## src/rtl/key_entry_ctrl_pkg.sv

```systemverilog
// Shared scancode constants, prefix-decoder states and digit mapping
// for the keypad entry sequencer.
package key_entry_pkg;

    localparam logic [7:0] SC_BRK   = 8'hF0;
    localparam logic [7:0] SC_EXT   = 8'hE0;
    localparam logic [7:0] SC_ENTER = 8'h5A;
    localparam logic [7:0] SC_BKSP  = 8'h66;
    localparam logic [7:0] SC_ESC   = 8'h76;

    typedef enum logic [1:0] {
        PFX_NONE,
        PFX_BRK,
        PFX_EXT,
        PFX_EXTBRK
    } pfx_e;

    // {is_digit, value}
    function automatic logic [4:0] sc_to_digit(input logic [7:0] sc);
        logic [4:0] r;
        r = 5'h00;
        case (sc)
            8'h45:   r = 5'h10;
            8'h16:   r = 5'h11;
            8'h1E:   r = 5'h12;
            8'h26:   r = 5'h13;
            8'h25:   r = 5'h14;
            8'h2E:   r = 5'h15;
            8'h36:   r = 5'h16;
            8'h3D:   r = 5'h17;
            8'h3E:   r = 5'h18;
            8'h46:   r = 5'h19;
            default: r = 5'h00;
        endcase
        return r;
    endfunction

endpackage

```

## src/rtl/key_entry_ctrl_bcd2bin_seq.sv

```systemverilog
// Sequential packed-BCD to binary converter, one nibble per cycle,
// most-significant nibble first; done pulses after DIGITS cycles.
module bcd2bin_seq
    import key_entry_pkg::*;
#(
    parameter int DIGITS = 8,
    parameter int BIN_W  = 27
) (
    input  logic                  clk,
    input  logic                  rst_n,
    input  logic                  start,
    input  logic [4*DIGITS-1:0]   bcd,
    output logic                  done,
    output logic [BIN_W-1:0]      bin
);

    localparam int NW = 4 * DIGITS;
    localparam int CW = $clog2(DIGITS + 1);

    logic [NW-1:0]    sreg;
    logic [CW-1:0]    left;
    logic             run;
    logic [BIN_W-1:0] acc_x10;

    assign acc_x10 = (bin << 3) + (bin << 1);

    // The first nibble is folded in on the start edge itself.
    always_ff @(posedge clk or negedge rst_n) begin
        if (!rst_n) begin
            sreg <= '0;
            left <= '0;
            run  <= 1'b0;
            done <= 1'b0;
            bin  <= '0;
        end else begin
            done <= 1'b0;
            if (start) begin
                bin  <= BIN_W'(bcd[NW-1 -: 4]);
                sreg <= bcd << 4;
                left <= CW'(DIGITS - 1);
                run  <= (DIGITS > 1);
                done <= (DIGITS == 1);
            end else if (run) begin
                bin  <= acc_x10 + BIN_W'(sreg[NW-1 -: 4]);
                sreg <= sreg << 4;
                left <= left - CW'(1);
                if (left == CW'(1)) begin
                    run  <= 1'b0;
                    done <= 1'b1;
                end
            end
        end
    end

endmodule

```

## src/rtl/key_entry_ctrl.sv

```systemverilog
// PS/2 keypad entry sequencer: prefix decode, repeat filter, BCD editing,
// valid/ready commit. Define BINARY_CONV_EN to add the binary conversion.
module key_entry_ctrl
    import key_entry_pkg::*;
#(
    parameter int MAX_DIGITS = 8,
    parameter int BIN_W      = 27
) (
    input  logic                              clk,
    input  logic                              rst_n,
    input  logic                              sc_valid,
    input  logic [7:0]                        sc_data,
    output logic [4*MAX_DIGITS-1:0]           entry_bcd,
    output logic [$clog2(MAX_DIGITS+1)-1:0]   entry_cnt,
    output logic                              ovf,
    output logic                              num_valid,
    input  logic                              num_ready,
    output logic [4*MAX_DIGITS-1:0]           num_bcd,
    output logic [BIN_W-1:0]                  num_bin,
    output logic                              busy
);

    localparam int BW = 4 * MAX_DIGITS;
    localparam int CW = $clog2(MAX_DIGITS + 1);

    pfx_e       pfx;
    pfx_e       pfx_nxt;
    logic [7:0] last_make;
    logic [7:0] tag;
    logic [4:0] dig;
    logic       mk;
    logic       rel;
    logic       ext;
    logic       fresh;
    logic       act;
    logic       full;
    logic       empty;
    logic       is_dig;
    logic       is_bksp;
    logic       is_esc;
    logic       is_enter;
    logic       xfer;

    always_comb begin
        mk      = 1'b0;
        rel     = 1'b0;
        ext     = 1'b0;
        pfx_nxt = pfx;
        if (sc_valid) begin
            unique case (pfx)
                PFX_NONE: begin
                    if (sc_data == SC_BRK)
                        pfx_nxt = PFX_BRK;
                    else if (sc_data == SC_EXT)
                        pfx_nxt = PFX_EXT;
                    else
                        mk = 1'b1;
                end
                PFX_EXT: begin
                    ext = 1'b1;
                    if (sc_data == SC_BRK) begin
                        pfx_nxt = PFX_EXTBRK;
                    end else begin
                        mk      = 1'b1;
                        pfx_nxt = PFX_NONE;
                    end
                end
                default: begin
                    rel     = 1'b1;
                    ext     = (pfx == PFX_EXTBRK);
                    pfx_nxt = PFX_NONE;
                end
            endcase
        end
    end

    // Extended keys share the filter with bit 7 forced high.
    assign tag      = ext ? {1'b1, sc_data[6:0]} : sc_data;
    assign fresh    = mk && (tag != last_make);
    assign act      = fresh && !busy;
    assign dig      = sc_to_digit(sc_data);
    assign full     = (entry_cnt == CW'(MAX_DIGITS));
    assign empty    = (entry_cnt == '0);
    assign is_dig   = act && !ext && dig[4];
    assign is_bksp  = act && !ext && (sc_data == SC_BKSP);
    assign is_esc   = act && !ext && (sc_data == SC_ESC);
    assign is_enter = act && (sc_data == SC_ENTER) && !empty;
    assign xfer     = num_valid && num_ready;

`ifdef BINARY_CONV_EN
    logic             conv_done;
    logic [BIN_W-1:0] conv_bin;

    bcd2bin_seq #(
        .DIGITS (MAX_DIGITS),
        .BIN_W  (BIN_W)
    ) u_conv (
        .clk    (clk),
        .rst_n  (rst_n),
        .start  (is_enter),
        .bcd    (entry_bcd),
        .done   (conv_done),
        .bin    (conv_bin)
    );
`else
    assign num_bin = '0;
`endif

    always_ff @(posedge clk or negedge rst_n) begin
        if (!rst_n) begin
            pfx       <= PFX_NONE;
            last_make <= '0;
            entry_bcd <= '0;
            entry_cnt <= '0;
            ovf       <= 1'b0;
            num_valid <= 1'b0;
            num_bcd   <= '0;
            busy      <= 1'b0;
`ifdef BINARY_CONV_EN
            num_bin   <= '0;
`endif
        end else begin
            ovf <= 1'b0;
            pfx <= pfx_nxt;
            if (fresh)
                last_make <= tag;
            else if (rel && (tag == last_make))
                last_make <= '0;

            unique case (1'b1)
                is_dig && full: begin
                    ovf <= 1'b1;
                end
                is_dig && !full: begin
                    entry_bcd <= {entry_bcd[BW-5:0], dig[3:0]};
                    entry_cnt <= entry_cnt + CW'(1);
                end
                is_bksp && !empty: begin
                    entry_bcd <= {4'h0, entry_bcd[BW-1:4]};
                    entry_cnt <= entry_cnt - CW'(1);
                end
                is_esc: begin
                    entry_bcd <= '0;
                    entry_cnt <= '0;
                end
                is_enter: begin
                    num_bcd   <= entry_bcd;
                    entry_bcd <= '0;
                    entry_cnt <= '0;
                    busy      <= 1'b1;
`ifndef BINARY_CONV_EN
                    num_valid <= 1'b1;
`endif
                end
                default: ;
            endcase

            if (xfer) begin
                num_valid <= 1'b0;
                busy      <= 1'b0;
            end
`ifdef BINARY_CONV_EN
            if (conv_done) begin
                num_valid <= 1'b1;
                num_bin   <= conv_bin;
            end
`endif
        end
    end

endmodule
```

## config.mk

```make
export PLATFORM = sky130hd
export DESIGN_NAME = key_entry_ctrl
export DESIGN_NICKNAME = d
export VERILOG_FILES = /design/src/rtl/key_entry_ctrl_pkg.sv /design/src/rtl/key_entry_ctrl_bcd2bin_seq.sv /design/src/rtl/key_entry_ctrl.sv
export SDC_FILE = /design/constraint.sdc
export NUM_CORES = 1
export LEC_CHECK = 0
export CORE_ASPECT_RATIO = 2
export CORE_MARGIN = 5
export CORE_UTILIZATION = 52
export CTS_BUF_LIST = sky130_fd_sc_hd__clkbuf_8 sky130_fd_sc_hd__clkbuf_16
export CTS_CLUSTER_SIZE = 25
export DETAILED_ROUTE_END_ITERATION = 16
export GPL_ROUTABILITY_DRIVEN = 0
export GPL_TIMING_DRIVEN = 0
export PLACE_DENSITY_LB_ADDON = 0.15
export REMOVE_ABC_BUFFERS = 1
export SLEW_MARGIN = 5
export SYNTH_ARGS = -nofsm -noshare
export SYNTH_HDL_FRONTEND = slang
export SYNTH_SLANG_ARGS = --single-unit
```

## constraint.sdc

```tcl
create_clock -name clk -period 4.7 [get_ports clk]
set_clock_uncertainty 0.2 [all_clocks]
set_input_delay 0.705 -clock clk [delete_from_list [all_inputs] [get_ports clk]]
set_output_delay 0.705 -clock clk [all_outputs]
set_load 0.005 [all_outputs]
```

* Word-level counts from Yosys, hierarchy flattened
Cells that the tools add are included.
Word-level totals: output and inout port bits 98, input port bits 12, register bits 80, logic and storage cells 77
Operators by class: add/subtract/negate cells 2, reductions and logical operators 25, equal/unequal tests 21, mux-type cells 22
Operators with widths (number):
- one-hot mux 32 bit (3 select lines) | 1
- one-hot mux 5 bit (10 select lines) | 1
- equality test 8 x 6 -> 1 bit (second input constant) | 6
- equality test 8 x 7 -> 1 bit (second input constant) | 5
- 2-to-1 mux 8 bit | 3
- equality test 8 x 5 -> 1 bit (second input constant) | 2
- equality test 8 bit (second input constant) | 2
- logical AND 1 bit | 13
- one-hot mux 4 bit (3 select lines) | 1
- 2-to-1 mux 1 bit | 10
- equality test 8 bit | 1
- inequality test 8 bit | 1
- 2-to-1 mux 2 bit | 3
- adder 4 x 1 -> 4 bit (second input constant) | 1
- equality test 2 bit (second input constant) | 2
- equality test 4 bit (second input constant) | 1
- zero test 1 bit | 4
- zero test 4 bit | 1
- one-hot mux 1 bit (2 select lines) | 2
- one-hot mux 2 bit (2 select lines) | 1
- nonzero test 2 bit | 2
- OR reduction 2 bit | 2
- subtractor 4 x 1 -> 4 bit (second input constant) | 1
- inequality test 3 bit (second input constant) | 1
- 3 further kinds | 3

* Longest topological paths before layout
Gate-level depths: netlist (run 1).
depth in word-level cells 11, depth in mapped cells 12, depth with buffers taken out 10

* Worst setup path after synthesis (run 1)
Ideal clock, no wire load.
path kind input to register, start point input sc_data[6], end point register entry_cnt[3], cell stages on the path 11, library setup time 0.079 ns, arrival 3.294 ns, path buffers 2, required time 4.421 ns, slack 1.127 ns, path through buf_6 > inv_2 > or4_4 > or2_4 > nor4b_4 > buf_6 > ha_1 > a21o_1 > a21oi_1 > mux2i_1 > mux2i_1
On the way: word-level cells in the longest chain between the ends 11, elaborated cells on any way between the ends 36, classes of those cells eq/ne (16); mux (8); reduce/logical (12)
RTL lines:
- from (decl) | RTL line key_entry_ctrl.sv:12 | input logic [7:0] sc_data,
- equality test 8 bit | RTL line key_entry_ctrl.sv:54 | else if (sc_data == SC_EXT)
- 2-to-1 mux 1 bit | RTL line key_entry_ctrl.sv:54
- 2-to-1 mux 1 bit | RTL line key_entry_ctrl.sv:52 | if (sc_data == SC_BRK)
- one-hot mux 1 bit (2 select lines) | RTL line key_entry_ctrl.sv:50 | unique case (pfx)
- 2-to-1 mux 1 bit | RTL line key_entry_ctrl.sv:49 | if (sc_valid) begin
- logical AND 1 bit | RTL line key_entry_ctrl.sv:79 | assign fresh = mk && (tag != last_make);
- logical AND 1 bit | RTL line key_entry_ctrl.sv:80 | assign act = fresh && !busy;
- logical AND 1 bit, on equally long branches (2 in series)
- OR reduction 2 bit (no line), or another cell as far along
- one-hot mux 4 bit (3 select lines) or nonzero test 3 bit (tied branches)
- to (signal assigned) | RTL line key_entry_ctrl.sv:136 | entry_cnt <= entry_cnt + CW'(1);
- to (signal assigned) | RTL line key_entry_ctrl.sv:140 | entry_cnt <= entry_cnt - CW'(1);
- to (decl) | RTL line key_entry_ctrl.sv:14 | output logic [$clog2(MAX_DIGITS+1)-1:0] entry_cnt,
Parallel ways exist; a longest one is shown, timed or not. A chain may end at the register's enable or synchronous reset.

* Worst setup path in the final report (run 1)
start point input sc_data[5], end point register entry_cnt[1]
The elaborated chain is that of the path after synthesis.

==> results of run 1 <==
[metal layers]
layer  share of wire, %  vias to the layer above  GRT usage (%)
met5                  0                        -              0
met4                3.0                        0           9.41
met3                4.7                       21           3.75
met2                 55                      107           35.6
met1                 37                     1457           23.0
li1                   -                     1400              -
[cell families after synthesis]
kind of cell	Yosys count
muxes	61
and+or+nand+nor	85
other	1
buffers and inverters	56
AOI/OAI and AO/OA	72
DFF	80
adders and majority gates	3
xor gates and xnor gates	10
[where the power goes]
part / internal, W / total (W) / leakage, nW / switching [W]
registers: 0.000729 / 0.000779 / 1.09 / 0.0000503
clock network: 0.000402 / 0.000660 / 0.150 / 0.000258
logic: 0.000129 / 0.000244 / 1.00 / 0.000115
[worst max-delay path by stage]
stage / end / slack, ns / depth (start not counted)
finish: entry_cnt[1] / 0.37 / 11
global route: entry_cnt[1] / 0.08 / 11
CTS: entry_cnt[1] / 0.39 / 11
detailed placement: entry_cnt[1] / 0.05 / 11
global placement: num_bcd[1] / -1.70 / 6
floorplan: num_bcd[0] / 0.34 / 4
[area by class of cell]
type                       instances  area [um2]
tap                               94         118
timing repair buffer              88         898
fill                             617        2480
clock buffer                       9         225
inverter                          11        41.3
clock inverter                     7        57.6
multi-input combinational        258        1780
sequential                        80        2000
[registers in the layout, indices dropped and copies added (netlist names)]
name	count
entry_bcd	32
num_bcd	32
last_make	8
entry_cnt	4
pfx	2
busy	1
ovf	1
[cell usage in the layout, fill, tap and decap left out, types with 3 or more instances in the layout]
| cell | synthesis | layout |
|---|---|---|
| clkdlybuf4s50_1 | 0 | 81 |
| mux2i_1 | 29 | 29 |
| xnor2_1 | 9 | 9 |
| a22o_1 | 7 | 7 |
| a2bb2oi_1 | 3 | 3 |
| nand2_1 | 36 | 36 |
| dfrtp_1 | 80 | 80 |
| clkbuf_16 | 0 | 9 |
| nor2_1 | 16 | 16 |
| nand3_1 | 7 | 7 |
| o31ai_1 | 4 | 4 |
| conb_1 | 1 | 27 |
| nor3_1 | 5 | 4 |
| inv_1 | 9 | 13 |
| o21ai_0 | 26 | 26 |
| a21oi_1 | 11 | 11 |
| mux2_2 | 32 | 32 |
| buf_4 | 28 | 3 |
| o22ai_1 | 6 | 6 |
| a21o_1 | 4 | 4 |
[stage by stage]
stage	TNS, ns	utilization [%]	setup slack [ns]	area [um2]	hold slack, ns
6_report	0	67.4	0.374	5120	0.0574
5_1_grt	0	67.4	0.0782	5120	0.0641
4_1_cts	0	67.4	0.391	5120	0.0558
3_5_place_dp	0	63.7	0.0470	4840	0.294
3_3_place_gp	-78.66	62.5	-1.70	4750	0.289
2_1_floorplan	0	-	0.345	3810	0.209
[worst reg2reg max path, cell delays in order (launching register included)]
cell	delay [ns]
dfrtp_1	0.46
a21oi_1	0.32
xnor2_1	0.23
o31ai_2	0.21
or2_4	0.30
nor4b_4	0.75
buf_8	0.25
inv_2	0.08
fa_1	0.43
or3_1	0.37
o21ai_0	0.09
==> key figures, run 1 <==
Setup path
  • Family with the most delay on the worst path: simple AND/OR/NAND/NOR gates
  • Critical Path AT: 4.36 ns
  • Critical Path RT: 4.74 ns
  • Kind of end point of the critical path: register
  • Type of origin of the critical path: primary input
  • CP Cell Sequence: clkdlybuf4s50_1 -> xnor2_1 -> nand4_1 -> o31ai_2 -> or2_4 -> nor4b_4 -> buf_8 -> inv_2 -> fa_1 -> or3_1 -> o21ai_0
  • RR Startpoint: pfx[1]
  • FF-to-FF End: entry_cnt[1]
  • FF-to-FF path depth: 10
  • Critical Path Source: sc_data[5]
  • Worst R2R Setup Slack: 0.92 ns
  • Crit path max fanout: 16
  • CP max stage cell: clkdlybuf4s50_1
  • Worst Path Buf+Inv: 3
  • Category of the most critical setup path: in2reg
  • Worst path max stage delay: 0.84 ns

Synth
  • Seq/Total Area, Yosys: 49.8%
  • Async S/R FF share, synth: 100%
  • Post-synthesis mux area share: 16.2%
  • Post-synthesis simple-gate area fraction: 10.5%
  • Mapped cell area: 0.00402 mm2
  • Top-count cell post-synth: dfrtp_1
  • Synth cell count leaders: dfrtp_1, nand2_1, mux2_2
  • Compound-Gate Fraction of Synth Area: 11.5%
  • Most used DFF post-synth: dfrtp_1
  • Largest area contributor in the netlist: dfrtp_1
  • Yosys warning count: 0
  • Top cell type's share of synthesized area: 49.8%
  • Post-synth EDFFs: 0
  • Synth Area in Adders: 1.12%
  • Cells after Synth: 368
  • Synth unique cells: 48
  • Synthesized area per cell: 10.9 um2
  • XOR/XNOR Fraction of Synth Area: 2.18%
  • Top cells by area, synth: dfrtp_1, mux2_2, mux2i_1
  • Largest family of logic cells by synthesized area: multiplexers
  • Yosys reg bits: 80

Cells and area
  • Share of layout cells above drive strength 1: 13.5%
  • Fin cells: 547
  • Final nets: 463
  • Post-synthesis to final-layout area growth: 27.3%
  • Antenna diode count: 0

Clock tree
  • Clock-pin slew on the worst setup and hold paths: 0.06 ns
  • CTS root buf: clkbuf_16
  • CTS tree: built
  • Worst-Skew Late Latency: 0.33 ns
  • Hold buffer count at cts: 0
  • CTS Buf Count: 9
  • H-tree levels: 3
  • Total setup buffers inserted after CTS: 0
  • Clock Tree Buf Depth: 2
  • CTS Sinks: 80
  • Post-cts resize count: 0

Power
  • Max IR drop VDD: 201 uV
  • Pwr/cell area: 329 mW/mm2
  • P_leak: 2.25 nW
  • Total power: 0.00168 W

Timing
  • Final worst path period share: 92.0%
  • Unrepaired setup endpoints after global routing: no
  • Fin. Hold Viols: 0
  • Final Max Slew Viols: 0
  • Worst rel slew slack: 38.5%
  • Shortest period the worst path allows: 4.33 ns
  • Max Fclk: 0.231 GHz
  • Final setup violation count: 0
  • Slew @ Worst Pin: 0.919 ns

Routing
  • Vias: 2985
  • DRC Markers: 0
  • WL final: 9250 um
  • DR pass1 iterations: 5
  • Routed len/inst: 16.9 um
  • Post-DRT Antenna Nets: 0
  • Drt initial violations: 211
  • Vias/cell: 5.46

GRT
  • Initial antenna violation count: 0
  • Vias in the first global route: 3045
  • Largest net degree at the start of global routing: 63
  • First-pass GRT wire length: 15400 um
  • GRT Total Usage: 20.2%
  • Total grt overflow: 0

Floorplanning
  • Row cnt: 45
  • Number of top-level pins: 110
  • Die Wd: 72.2 um
  • Die ar.: 0.00970 mm2
  • Initial Util: 52.9%
  • Die height: 134 um
  • Core region area: 0.00760 mm2

Hold path
  • Hold Path Class: in2async

Placed design
  • Placed cell count: 531
  • Port-buffer cells: 82
  • DP HPWL: 6820 um

Outcome
  • Status: finished, final reports clean

Run
  • Max Cap Viol: 0
(Power assumes the default switching activity.)
==> inputs of run 2 (changes only) <==
--- a/config.mk
+++ b/config.mk
@@ -5,6 +5,7 @@
 export SDC_FILE = /design/constraint.sdc
 export NUM_CORES = 1
 export LEC_CHECK = 0
+export ABC_CLOCK_PERIOD_IN_PS = 4700
 export CORE_ASPECT_RATIO = 2
 export CORE_MARGIN = 5
 export CORE_UTILIZATION = 52
==> results of run 2 <==
Final layout, timing and power as in run 1 (identical DEF).
==> inputs of run 3 (changes only) <==
--- a/config.mk
+++ b/config.mk
@@ -20,3 +20,4 @@
 export SYNTH_ARGS = -nofsm -noshare
 export SYNTH_HDL_FRONTEND = slang
 export SYNTH_SLANG_ARGS = --single-unit
+export TNS_END_PERCENT = 10
==> results of run 3 <==
Final layout, timing and power as in run 1 (identical DEF).
